<file path="src/rtl/scoreboard_pkg.sv">
// Shared types and helpers for the N-player scoreboard core.
// Latency: n/a (declarations only).
// Backpressure: n/a.
package scoreboard_pkg;

    // Game FSM encoding, kept as a 1-bit vector so legacy code can compare raw bits.
    typedef enum logic [0:0] {
        ST_PLAY      = 1'b0,
        ST_GAME_OVER = 1'b1
    } state_e;

    // Width of the winner index: max(1, clog2(n)).
    function automatic int winner_width(input int n);
        if (n <= 2) begin
            return 1;
        end
        return $clog2(n);
    endfunction

endpackage

</file>
<file path="src/rtl/scoreboard_press_channel.sv">
// One button channel: 2-flop sync, debounce, short/long press classifier.
// Latency: raw edge to debounced level 2 + DEBOUNCE_CYCLES; pulses combinational from registers.
// Backpressure: none; exactly one short or long pulse per accepted hold.
module scoreboard_press_channel #(
    parameter int DEBOUNCE_CYCLES = 50000,
    parameter int LONG_CYCLES     = 25000000
) (
    input  logic clk_i,
    input  logic rst_i,
    input  logic btn_i,
    output logic press_short_o,
    output logic press_long_o
);

    localparam int DW = $clog2(DEBOUNCE_CYCLES + 1);
    localparam int HW = $clog2(LONG_CYCLES + 1);
    localparam logic [DW-1:0] DB_LAST   = DW'(DEBOUNCE_CYCLES - 1);
    localparam logic [HW-1:0] HOLD_LAST = HW'(LONG_CYCLES - 1);
    localparam logic [HW-1:0] HOLD_MAX  = HW'(LONG_CYCLES);

    logic [1:0]    sync_q;
    logic          db_q, db_d;
    logic [DW-1:0] db_cnt_q, db_cnt_d;
    logic [1:0]    settle_q;
    logic          armed_q, armed_d;
    logic          active_q, active_d;
    logic [HW-1:0] hold_q, hold_d;

    logic mismatch, flip, rise, fall;

    // Debounce edge detection and press classification from registered state.
    always_comb begin
        mismatch      = sync_q[1] ^ db_q;
        flip          = mismatch && (db_cnt_q == DB_LAST);
        rise          = flip && !db_q;
        fall          = flip && db_q;
        press_long_o  = active_q && db_q && (hold_q == HOLD_LAST);
        // A release in the same cycle the long pulse fires is covered by that long pulse.
        press_short_o = fall && active_q && (hold_q < HOLD_LAST);
    end

    // Next-state for debouncer, arming and hold counter.
    always_comb begin
        db_cnt_d = '0;
        if (mismatch && !flip) begin
            db_cnt_d = db_cnt_q + 1'b1;
        end
        db_d = flip ? ~db_q : db_q;

        // Only arm once the synchroniser carries the real pin level and shows it released,
        // so a button held across reset never yields a pulse.
        armed_d = armed_q | (settle_q[1] & ~sync_q[1]);

        active_d = active_q;
        if (rise) begin
            active_d = armed_q;
        end else if (fall) begin
            active_d = 1'b0;
        end

        hold_d = hold_q;
        if (!db_q || fall) begin
            hold_d = '0;
        end else if (active_q && (hold_q != HOLD_MAX)) begin
            hold_d = hold_q + 1'b1;
        end
    end

    // State registers; reset reads the button as released.
    always_ff @(posedge clk_i or posedge rst_i) begin
        if (rst_i) begin
            sync_q   <= '0;
            db_q     <= 1'b0;
            db_cnt_q <= '0;
            settle_q <= '0;
            armed_q  <= 1'b0;
            active_q <= 1'b0;
            hold_q   <= '0;
        end else begin
            sync_q   <= {sync_q[0], btn_i};
            db_q     <= db_d;
            db_cnt_q <= db_cnt_d;
            settle_q <= {settle_q[0], 1'b1};
            armed_q  <= armed_d;
            active_q <= active_d;
            hold_q   <= hold_d;
        end
    end

endmodule

</file>
<file path="src/rtl/scoreboard_multi_controller.sv">
// N-player scoreboard: per-channel press classifiers, score registers, win check, PLAY/GAME_OVER FSM.
// Latency: press pulse T -> score/score_evt at T+1 -> game_over/winner at T+2.
// Backpressure: none; every press pulse is applied or ignored in its own cycle.
module scoreboard_multi_controller
    import scoreboard_pkg::*;
#(
    parameter int NUM_PLAYERS     = 2,
    parameter int SCORE_W         = 8,
    parameter int MAX_SCORE       = 99,
    parameter int WIN_SCORE       = 21,
    parameter int WIN_MARGIN      = 2,
    parameter int DEBOUNCE_CYCLES = 50000,
    parameter int LONG_CYCLES     = 25000000,
    localparam int WINNER_W       = winner_width(NUM_PLAYERS)
) (
    input  logic                           clk_i,
    input  logic                           rst_i,
    input  logic [NUM_PLAYERS-1:0]         btn_i,
    input  logic                           new_game_i,
    output logic [NUM_PLAYERS*SCORE_W-1:0] score_o,
    output logic [NUM_PLAYERS-1:0]         score_evt_o,
    output logic                           game_over_o,
    output logic [WINNER_W-1:0]            winner_o
);

    localparam logic [SCORE_W:0] MAX_X    = (SCORE_W+1)'(MAX_SCORE);
    localparam logic [SCORE_W:0] WIN_X    = (SCORE_W+1)'(WIN_SCORE);
    localparam logic [SCORE_W:0] MARGIN_X = (SCORE_W+1)'(WIN_MARGIN);
    localparam logic [SCORE_W:0] ONE_X    = (SCORE_W+1)'(1);

    logic [NUM_PLAYERS-1:0] short_w, long_w;
    logic [SCORE_W-1:0]     score_q [NUM_PLAYERS];
    logic [SCORE_W-1:0]     score_d [NUM_PLAYERS];
    logic [NUM_PLAYERS-1:0] evt_q, evt_d;
    state_e                 state_q, state_d;
    logic [WINNER_W-1:0]    winner_q, winner_d;

    logic [NUM_PLAYERS-1:0] win_vec;
    logic [WINNER_W-1:0]    win_idx;
    logic [SCORE_W:0]       sum_x;

    for (genvar g = 0; g < NUM_PLAYERS; g++) begin : g_ch
        scoreboard_press_channel #(
            .DEBOUNCE_CYCLES(DEBOUNCE_CYCLES),
            .LONG_CYCLES    (LONG_CYCLES)
        ) u_ch (
            .clk_i        (clk_i),
            .rst_i        (rst_i),
            .btn_i        (btn_i[g]),
            .press_short_o(short_w[g]),
            .press_long_o (long_w[g])
        );
        assign score_o[g*SCORE_W +: SCORE_W] = score_q[g];
    end

    assign score_evt_o = evt_q;
    assign game_over_o = (state_q == ST_GAME_OVER);
    assign winner_o    = winner_q;

    // Win comparator array on registered scores; lowest winning index is selected.
    always_comb begin
        win_idx = '0;
        for (int i = 0; i < NUM_PLAYERS; i++) begin
            win_vec[i] = ({1'b0, score_q[i]} >= WIN_X);
            for (int j = 0; j < NUM_PLAYERS; j++) begin
                if ((j != i) && ({1'b0, score_q[i]} < ({1'b0, score_q[j]} + MARGIN_X))) begin
                    win_vec[i] = 1'b0;
                end
            end
        end
        for (int i = NUM_PLAYERS - 1; i >= 0; i--) begin
            if (win_vec[i]) begin
                win_idx = WINNER_W'(i);
            end
        end
    end

    // Score updates and FSM transitions; new_game_i overrides any press in the same cycle.
    always_comb begin
        state_d  = state_q;
        winner_d = winner_q;
        sum_x    = '0;
        for (int i = 0; i < NUM_PLAYERS; i++) begin
            score_d[i] = score_q[i];
        end

        if (new_game_i) begin
            state_d  = ST_PLAY;
            winner_d = '0;
            for (int i = 0; i < NUM_PLAYERS; i++) begin
                score_d[i] = '0;
            end
        end else if (state_q == ST_PLAY) begin
            for (int i = 0; i < NUM_PLAYERS; i++) begin
                if (short_w[i]) begin
                    sum_x      = {1'b0, score_q[i]} + ONE_X;
                    score_d[i] = (sum_x > MAX_X) ? MAX_X[SCORE_W-1:0] : sum_x[SCORE_W-1:0];
                end else if (long_w[i] && (score_q[i] != '0)) begin
                    score_d[i] = score_q[i] - 1'b1;
                end
            end
            if (|win_vec) begin
                state_d  = ST_GAME_OVER;
                winner_d = win_idx;
            end
        end else begin
            // Frozen; only a long press on any channel starts a new game.
            if (|long_w) begin
                state_d  = ST_PLAY;
                winner_d = '0;
                for (int i = 0; i < NUM_PLAYERS; i++) begin
                    score_d[i] = '0;
                end
            end
        end

        for (int i = 0; i < NUM_PLAYERS; i++) begin
            evt_d[i] = (score_d[i] != score_q[i]);
        end
    end

    // Score, event, FSM and winner registers.
    always_ff @(posedge clk_i or posedge rst_i) begin
        if (rst_i) begin
            for (int i = 0; i < NUM_PLAYERS; i++) begin
                score_q[i] <= '0;
            end
            evt_q    <= '0;
            state_q  <= ST_PLAY;
            winner_q <= '0;
        end else begin
            for (int i = 0; i < NUM_PLAYERS; i++) begin
                score_q[i] <= score_d[i];
            end
            evt_q    <= evt_d;
            state_q  <= state_d;
            winner_q <= winner_d;
        end
    end

endmodule

</file>
<file path="config.mk">
export PLATFORM = sky130hd
export DESIGN_NAME = scoreboard_multi_controller
export DESIGN_NICKNAME = d
export VERILOG_FILES = /design/src/rtl/scoreboard_pkg.sv /design/src/rtl/scoreboard_press_channel.sv /design/src/rtl/scoreboard_multi_controller.sv
export SDC_FILE = /design/constraint.sdc
export NUM_CORES = 1
export LEC_CHECK = 0
export ABC_AREA = 1
export CORE_UTILIZATION = 60
export DETAILED_ROUTE_END_ITERATION = 6
export PLACE_DENSITY = 0.77
export SYNTH_ARGS = -nofsm -noshare
export SYNTH_HDL_FRONTEND = slang
export SYNTH_SLANG_ARGS = --single-unit
</file>
<file path="constraint.sdc">
create_clock -name clk_i -period 6.75 [get_ports clk_i]
set_clock_uncertainty 0.05 [all_clocks]
set_input_delay 1.0125 -clock clk_i [delete_from_list [all_inputs] [get_ports clk_i]]
set_output_delay 1.0125 -clock clk_i [all_outputs]
set_load 0.02 [all_outputs]
</file>
; Yosys cells after proc, flatten, opt, wreduce, memory -nomap -nowiden
; Cells that the tools add are included.
[totals]
reg_bits = 116
inputBits = 5
out_inout_bits = 20
elab_cells = 123
[op_classes]
add_sub_neg = 10
order_cmp = 8
n_eq_ne = 9
muxes = 31
bitwise_logic = 10
reduce_logical = 36
[op_table]
columns = operator, n
row1 = 25-bit 2-to-1 mux, 4
row2 = 16-bit 2-to-1 mux, 5
row3 = 25-bit by 1-bit adder with 25-bit output (second input constant), 2
row4 = 25-bit == test (second input constant), 2
row5 = 25-bit < comparator (second input constant), 2
row6 = 25-bit != test (second input constant), 2
row7 = 8-bit 2-to-1 mux, 6
row8 = 16-bit by 1-bit adder with 16-bit output (second input constant), 2
row9 = 16-bit == test (second input constant), 2
row10 = 1-bit logical AND, 20
row11 = 8-bit by 1-bit adder with 9-bit output (second input constant), 2
row12 = 8-bit by 2-bit adder with 9-bit output (second input constant), 2
row13 = 9-bit by 7-bit > comparator with 1-bit output (second input constant), 2
row14 = 8-bit by 9-bit < comparator with 1-bit output, 2
row15 = 8-bit by 5-bit >= comparator with 1-bit output (second input constant), 2
row16 = 1-bit 2-to-1 mux, 16
row17 = 8-bit != test, 2
row18 = 8-bit nonzero test, 2
row19 = 8-bit by 1-bit subtractor with 8-bit output (second input constant), 2
row20 = 2-bit nonzero test, 4
row21 = 1-bit logical NOT, 4
row22 = 1-bit NOT, 4
row23 = 2-bit OR reduction, 2
row24 = 3-bit by 2-bit != test with 1-bit output (second input constant), 1
row25 = other kinds (6), 10

; Logic depth before layout (Yosys ltp)
; Gate-level depths: netlist (run 1).
[depth]
depth_word = 9
ltp_mapped = 21
ltp_nobuf = 20

; Modules after synthesis
; A second synthesis (run 1) with hierarchy kept.
[unflattened]
cells_unflattened = 1355
area_unflattened_um2 = 9013.6
[modules_own_cells]
columns = module, instances, cells_per_inst, area_per_inst_um2, seq_area_each_um2
row1 = scoreboard_press_channel at g_ch[0].u_ch, 1, 443, 3047.9, 1201.2
row2 = scoreboard_press_channel at g_ch[1].u_ch, 1, 436, 2997.9, 1201.2
row3 = scoreboard_multi_controller, 1, 476, 2967.8, 500.5

; Worst setup path after synthesis (run 1)
; Ideal clock, no wire load.
[synth_timing]
path_type = flip-flop to flip-flop
startpoint = reg score_q (netlist bit score_o[9])
endpoint = reg state_q, in the netlist game_over_o
setup_time_ns = 0.120
arrival_ns = 2.260
required_ns = 6.580
setup_slack_ns = 4.321
path_stages_with_launch = 13
path_buffers = 0
synth_period_minus_slack_ns = 2.429
cell_sequence = dfrtp_1 -> ha_1 -> inv_1 -> nor2_1 -> nand2_1 -> xor2_1 -> ha_1 -> nand4_1 -> nor2_1 -> o31ai_1 -> nand2_1 -> o21ai_0 -> inv_1
[synth_between]
elab_chain_cells = 7
elab_cells_between_ends = 10
classes_between = 1 x add/sub / 3 x order compare / 5 x mux / 1 x reduce/logical
[synth_rtl]
columns = item, line
row1 = start: declaration, scoreboard_multi_controller.sv:32  ; logic [SCORE_W-1:0] score_q [NUM_PLAYERS];
row2 = start signal: indexed assignment, scoreboard_multi_controller.sv:133  ; score_q[i] <= score_d[i];
row3 = 8-bit by 2-bit adder with 9-bit output, n/a
row4 = 8-bit by 9-bit < comparator with 1-bit output, scoreboard_multi_controller.sv:66  ; if ((j != i) && ({1'b0, score_q[i]} < ({1'b0, score_q[j]} + MARGIN_X))) begin
row5 = 1-bit 2-to-1 mux, scoreboard_multi_controller.sv:66
row6 = 2-bit OR reduction (*), scoreboard_multi_controller.sv:102  ; if (|win_vec) begin
row7 = 1-bit 2-to-1 mux (*), scoreboard_multi_controller.sv:102
row8 = 1-bit 2-to-1 mux (*), scoreboard_multi_controller.sv:93  ; end else if (state_q == ST_PLAY) begin
row9 = 1-bit 2-to-1 mux (*), scoreboard_multi_controller.sv:87  ; if (new_game_i) begin
row10 = via state_d, scoreboard_multi_controller.sv:35  ; state_e state_q, state_d;
row11 = end signal: assignment, scoreboard_multi_controller.sv:136  ; state_q <= state_d;
row12 = end: declaration, scoreboard_multi_controller.sv:35
; The timed path passes the listed nets; every way through them passes the cells marked *.
; A chain may end at the register's enable or synchronous reset.

; Final worst setup path (run 1)
[layout_timing]
startpoint = reg g_ch[1].u_ch.db_cnt_q[0]
endpoint = reg g_ch[1].u_ch.hold_q[21]
[layout_between]
elab_chain_cells = 5
elab_cells_between_ends = 6
classes_between = 1 x eq/ne / 1 x mux / 4 x reduce/logical
[layout_rtl]
columns = item, line
row1 = start: declaration, scoreboard_press_channel.sv:23  ; logic [DW-1:0] db_cnt_q, db_cnt_d;
row2 = start signal: assignment, scoreboard_press_channel.sv:82  ; db_cnt_q <= db_cnt_d;
row3 = 16-bit == test (*), scoreboard_press_channel.sv:34  ; flip = mismatch && (db_cnt_q == DB_LAST);
row4 = 1-bit logical AND (*), scoreboard_press_channel.sv:34
row5 = 1-bit logical AND (*), scoreboard_press_channel.sv:36  ; fall = flip && db_q;
row6 = 1-bit logical OR (*), scoreboard_press_channel.sv:62  ; if (!db_q || fall) begin
row7 = 25-bit 2-to-1 mux / 2-bit nonzero test (equally long branches), n/a
row8 = end signal: assignment, scoreboard_press_channel.sv:86  ; hold_q <= hold_d;
row9 = end: declaration, scoreboard_press_channel.sv:27  ; logic [HW-1:0] hold_q, hold_d;
; Mark *: on every way between the ends. The rest lies on a longest branch, timed or not.

==> results.yml, run 1 <==
timing:
  finalHoldViolations: 0
  min_period_ns: 3.00
  rsz0062_at_grt: "no"
  relSlewSlack_pct: 25.9
  setup_viol: 0
  tightest_slew_ns: 1.10
  fin_crit_sh_pct: 44.4
  fin_ws_ns: 3.75
  drv_slew: 0
  fin_tns_setup_ns: 0
  hold_ws_ns: 0.298
  timing.fmax_ghz: 0.333
detailed_routing:
  first_pass_iters: 6
  ant_nets: 0
  drtIter0Drc: 803
  route.vias.total: 8356
  wl_um: 21500
  remaining_drc_errors: 0
  wl_per_cell_um: 14.4
  avgViaCountPerCell: 5.58
synth:
  ys_async_sr_fraction_pct: 100
  synth_nets: 1328
  synth_edf_count: 0
  ys_ff_latch: 114
  ys_seq_area_share_pct: 32.8
  syn_area_mm2: 0.00868
  avgSynthCellArea_um2: 6.73
  synthesis.instances: 1290
  synth_ff_type: "dfrtp_1"
  ys_types: 47
  ys.warnings.count: 0
finish:
  layout_common_cells: "nand2_1, inv_1, nor2_1, dfrtp_1, nand3_1"
  antenna_cells: 0
  fillCellCount: 1219
  nets: 1345
  finish.utilization_pct: 68.7
  layout_commonest_cell: "nand2_1"
  seq_area_mm2: 0.00285
  syn_to_final_growth_pct: 10.6
  final_layout_size_suffix_gt1_share_pct: 6.75
  multiInputGateArea_mm2: 0.00494
min_path:
  hold_end: "g_ch[0].u_ch.sync_q[1]"
  hp-start: "g_ch[0].u_ch.sync_q[0]"
  hold_depth: 0
  hold_class: "reg2reg"
placement:
  hpwl_um: 15500
  routabilityCongestion: 0.952
  port_buffers: 24
  pre_cts_slack_ns: 3.79
critical_path:
  cp_slowest_cell: "nand2_1"
  rrSetupSlack_ns: 3.75
  cpPeakStageDelay_ns: 0.45
  regToRegEndpoint: "g_ch[1].u_ch.hold_q[21]"
  cp.required_ns: 7.05
  rr_worst_depth: 13
  cp.arrival_ns: 3.30
  crit_path_end_kind: "flop"
  start_kind: "flop"
  crit_chain: "ha_1, nand3_1, nor2_1, nand3_1, nand2_1, inv_2, nand2_1, inv_1, nor4_2, nand2_1, nand2_1, nand2_1, nor2_1"
  r2r-start: "g_ch[1].u_ch.db_cnt_q[0]"
  cpMostUsedCell: "nand2_1"
  worstSetupStartpoint: "g_ch[1].u_ch.db_cnt_q[0]"
  setup.worst_path.class: "reg2reg"
  critical_path.max_fanout: 17
floorplan:
  io-pin-count: 25
  die_w_um: 122
  coreArea_mm2: 0.0140
  start_util_pct: 62.1
  rows: 43
  die_h_um: 122
  die_area_mm2: 0.0150
clock_tree:
  clock_latency_ns: 0.42
  numClockSinks: 114
  clockBufferDepth: 2
  cts_root_buffer: "clkbuf_16"
  numCtsBuffers: 17
  post_cts_buffers: 0
  cts_hold_buf: 0
  cts.clk_slew.worst_paths_ns: 0.06
  h-tree-depth: 4
  cts.repair.resized: 0
  cts_tree: "yes"
global_route:
  grt_pass1_vias: 7715
  grt_antenna_before_repair: 0
  grt_pass1_wl_um: 36300
  grtUsageTotal_pct: 31.0
  grt_max_degree: 61
  gr-total-overflow: 0
pwr:
  total_power_mw: 1.67
  p_leak_nw: 4.64
  power_density_mw_per_mm2: 173
  vdd_ir_drop_max_v: 0.000183
job:
  drv.max_cap_violation_count: 0
outcome:
  outcome: "finished clean"
[critical path, delay by kind of cell, from the launching register on]
kind	cells	cell delay [ns]
adders and majority gates	1	0.18
DFF	1	0.36
and+or+nand+nor	10	1.89
buffers and inverters	2	0.44
[metal layers]
layer  global-route usage, %  part of all wire, %  up-vias  wire [um]
met5                       0                    0        -          0
met4                    12.9                  2.5        0        530
met3                    5.72                  6.0       43       1290
met2                    48.6                   47      291      10100
met1                    42.2                   44     3814       9560
li1                        -                    -     4208          -
[power breakdown]
part	switching [mW]	internal, mW	total (mW)
Combinational	0.0259	0.00828	0.0342
Sequential	0.00303	0.689	0.692
Clock	0.310	0.630	0.940
[worst max path at each step]
stage / end / slack [ns] / depth (start not counted)
floorplan: g_ch[0].u_ch.active_q / 2.67 / 1
global placement: g_ch[1].u_ch.hold_q[21] / 3.84 / 12
detailed placement: g_ch[1].u_ch.hold_q[21] / 3.79 / 13
CTS: g_ch[1].u_ch.hold_q[21] / 3.80 / 13
global route: g_ch[1].u_ch.hold_q[21] / 3.43 / 13
finish: g_ch[1].u_ch.hold_q[21] / 3.75 / 13
[cell families (layout without fill, tap and decap cells)]
logic type | count (synthesis) | count (layout) | share of synthesized area [%]
AND/OR/NAND/NOR | 750 | 750 | 39.6
buffers and inverters | 220 | 248 | 10.3
AO/OA/AOI/OAI | 133 | 133 | 8.47
flip-flops | 114 | 114 | 32.8
XOR/XNOR | 39 | 39 | 4.02
adder cells (fa/ha/maj) | 33 | 33 | 4.75
other | 1 | 1 | 0.0432
[registers in the layout, indices dropped and copies added, names as in the netlist]
| register | count |
|---|---|
| g_ch.u_ch.settle_q | 2 |
| g_ch.u_ch.db_q | 2 |
| g_ch.u_ch.sync_q | 4 |
| g_ch.u_ch.armed_q | 2 |
| score_evt_o | 2 |
| score_o | 16 |
| g_ch.u_ch.db_cnt_q | 32 |
| g_ch.u_ch.active_q | 2 |
| g_ch.u_ch.hold_q | 50 |
| game_over_o | 1 |
| winner_o | 1 |
[final cells by class]
cell class	count	share of cell area, %
tap	180	2.34
sequential	114	29.7
clock buffer	20	4.75
inverter	193	7.58
clock inverter	10	1.65
timing repair buffer	25	2.58
multi-input combinational	956	51.4
[cells in the mapped netlist, types with 7 or more instances]
library cell,instances,area share [%]
xnor2_1,8,0.81
clkbuf_1,8,0.35
ha_1,33,4.8
nand2_1,341,15
dfrtp_1,114,33
xor2_1,30,3.0
nor4_1,12,0.86
buf_2,8,0.46
nand3_1,108,6.2
nand2_2,8,0.58
a31oi_1,7,0.50
nor2_1,156,6.7
inv_2,11,0.48
inv_1,178,7.7
a21oi_1,46,2.7
nand4_1,41,3.0
nor2_2,11,0.79
nor3_1,35,2.0
o21ai_0,51,2.9
[stage by stage]
stage	instance area, um2	std cells
after floorplan	8680	1290
after global placement	8990	1468
after detailed placement	8990	1468
after CTS	9610	1498
after global routing	9610	1498
final	9610	1498
No activity file was read; power rests on OpenSTA's default activity.
==> run 2: changes to the inputs <==
Settings changed: CORE_UTILIZATION 60 to 57.
Clock period 6.75 ns to 2.7 ns, I/O delays scaled along.
==> run 2 against run 1 <==
The run now ends with DRC left. Register-to-register slack lost 3.5 ns. Routed wire length grew 0.99%. Sequential cell count is the same. Cell count grew 1.9%. Largest power group unchanged. Highest routed layer unchanged.
==> results.yml, run 2 (synthesis results as in run 1) <==
detailed_routing:
  remaining_drc_errors: 10
  wl_per_cell_um: 14.2
  wl_um: 21700
  first_pass_iters: 7
  route.vias.total: 8483
  avgViaCountPerCell: 5.56
  drtIter0Drc: 751
  ant_nets: 0
critical_path:
  crit_path_end_kind: "flop"
  path_delay_family: "simple AND/OR/NAND/NOR gates"
  crit_chain: "nand2_1, nor2_1, nand2_1, xor2_1, ha_1, nand4_1, nor2_1, o31ai_1, nand2_1, o21ai_0, inv_1"
  cpMostUsedCell: "nand2_1"
  critical_path.max_fanout: 9
  cp.required_ns: 2.96
  cp.arrival_ns: 2.73
  start_kind: "flop"
  rrSetupSlack_ns: 0.23
  cp_slowest_cell: "dfrtp_1"
  setup.worst_path.class: "reg2reg"
  cpPeakStageDelay_ns: 0.53
  critPathBufInv: 1
global_route:
  grt_max_degree: 79
  gr-total-overflow: 0
  grt_pass1_wl_um: 37600
  grtUsageTotal_pct: 29.5
  grt_antenna_before_repair: 0
  grt_pass1_vias: 7953
finish:
  final_layout_size_suffix_gt1_share_pct: 9.01
  antenna_cells: 0
  stdcell_count: 1527
  fillCellCount: 1270
  largest-register: "g_ch.u_ch.hold_q"
  layout_commonest_cell: "nand2_1"
  syn_to_final_growth_pct: 12.5
  design_area_mm2: 0.00977
  nets: 1369
  layout_common_cells: "nand2_1, inv_1, nor2_1, dfrtp_1, nand3_1"
  largest_reg_flops: 50
timing:
  tightest_slew_ns: 0.679
  setup_viol: 0
  min_period_ns: 2.47
  drv_slew: 0
  fin_tns_setup_ns: 0
  rsz0062_at_grt: "no"
  fin_crit_sh_pct: 91.5
  timing.fmax_ghz: 0.405
  relSlewSlack_pct: 54.7
  finalHoldViolations: 0
floorplan:
  rows: 44
  start_util_pct: 59.1
  die_w_um: 125
  die_h_um: 125
  die_area_mm2: 0.0157
  coreArea_mm2: 0.0147
  io-pin-count: 25
clock_tree:
  cts.repair.resized: 0
  cts_hold_buf: 0
  numCtsBuffers: 17
  h-tree-depth: 4
  numClockSinks: 114
  clock_latency_ns: 0.43
  cts_tree: "yes"
  cts_root_buffer: "clkbuf_16"
  clockBufferDepth: 2
  cts.clk_slew.worst_paths_ns: 0.05
  post_cts_buffers: 0
placement:
  hpwl_um: 15700
  routabilityCongestion: 0.929
  placed_cells: 1496
  dpl-instance-area_mm2: 0.00919
  port_buffers: 24
job:
  drv.max_cap_violation_count: 0
min_path:
  hold_class: "reg2reg"
outcome:
  outcome: "complete, but fails checks"
  violations: "DRC"
pwr:
  p_leak_nw: 4.73
  power_density_mw_per_mm2: 408
  vdd_ir_drop_max_v: 0.000627
-- run 2: cell types whose count changed in the layout (fill, tap and decap cells not counted), sizes merged --
cell	before	now
clkinv	8	11
clkinvlp	2	3
buf	1	25
clkbuf	20	19
bufinv	4	1
inv	189	190
-- run 2: path summary, 6_finish.rpt --
path	end	from	cells after the start
worst max-delay path	game_over_o	score_o[11]	11
worst max register to register	game_over_o	score_o[11]	11
max in group asynchronous	g_ch[0].u_ch.hold_q[6]	rst_i	3
min in group asynchronous	g_ch[1].u_ch.hold_q[13]	rst_i	3
worst min-delay path	g_ch[1].u_ch.sync_q[1]	g_ch[1].u_ch.sync_q[0]	0
worst min register to register	g_ch[1].u_ch.sync_q[1]	g_ch[1].u_ch.sync_q[0]	0
-- run 2: power breakdown --
group	leakage [nW]	internal [mW]	switching, mW
clock network	0.275	1.31	0.850
registers	1.56	1.72	0.00807
logic	2.90	0.0269	0.0697
-- run 2: cell type report --
cell class	instances	area, um2	share of cell area (%)
Clock buffer	19	453	4.64
Sequential cell	114	2860	29.2
Timing Repair Buffer	49	440	4.51
Clock inverter	12	109	1.11
Tap cell	184	230	2.36
Multi-Input combinational cell	956	4950	50.7
Inverter	193	729	7.46
-- run 2: stage by stage --
step | util [%] | hold WS, ns | power (mW) | setup slack (ns)
global placement | 62.5 | 0.283 | 1.86 | 0.240
detailed placement | 62.5 | 0.285 | 1.86 | 0.189
global route | 66.5 | 0.305 | 4.10 | 0.00741
floorplan | - | 0.281 | 1.82 | 0.271
CTS | 66.4 | 0.297 | 4.01 | 0.158
finish | 66.5 | 0.296 | 3.98 | 0.229
-- run 2: routing by layer --
| metal | global-route usage [%] | vias up | share of wire [%] |
|---|---|---|---|
| li1 | - | 4248 | - |
| met1 | 40.2 | 3911 | 45 |
| met2 | 47.6 | 296 | 46 |
| met3 | 5.39 | 28 | 6.6 |
| met4 | 8.61 | 0 | 1.5 |
| met5 | 0 | - | 0 |
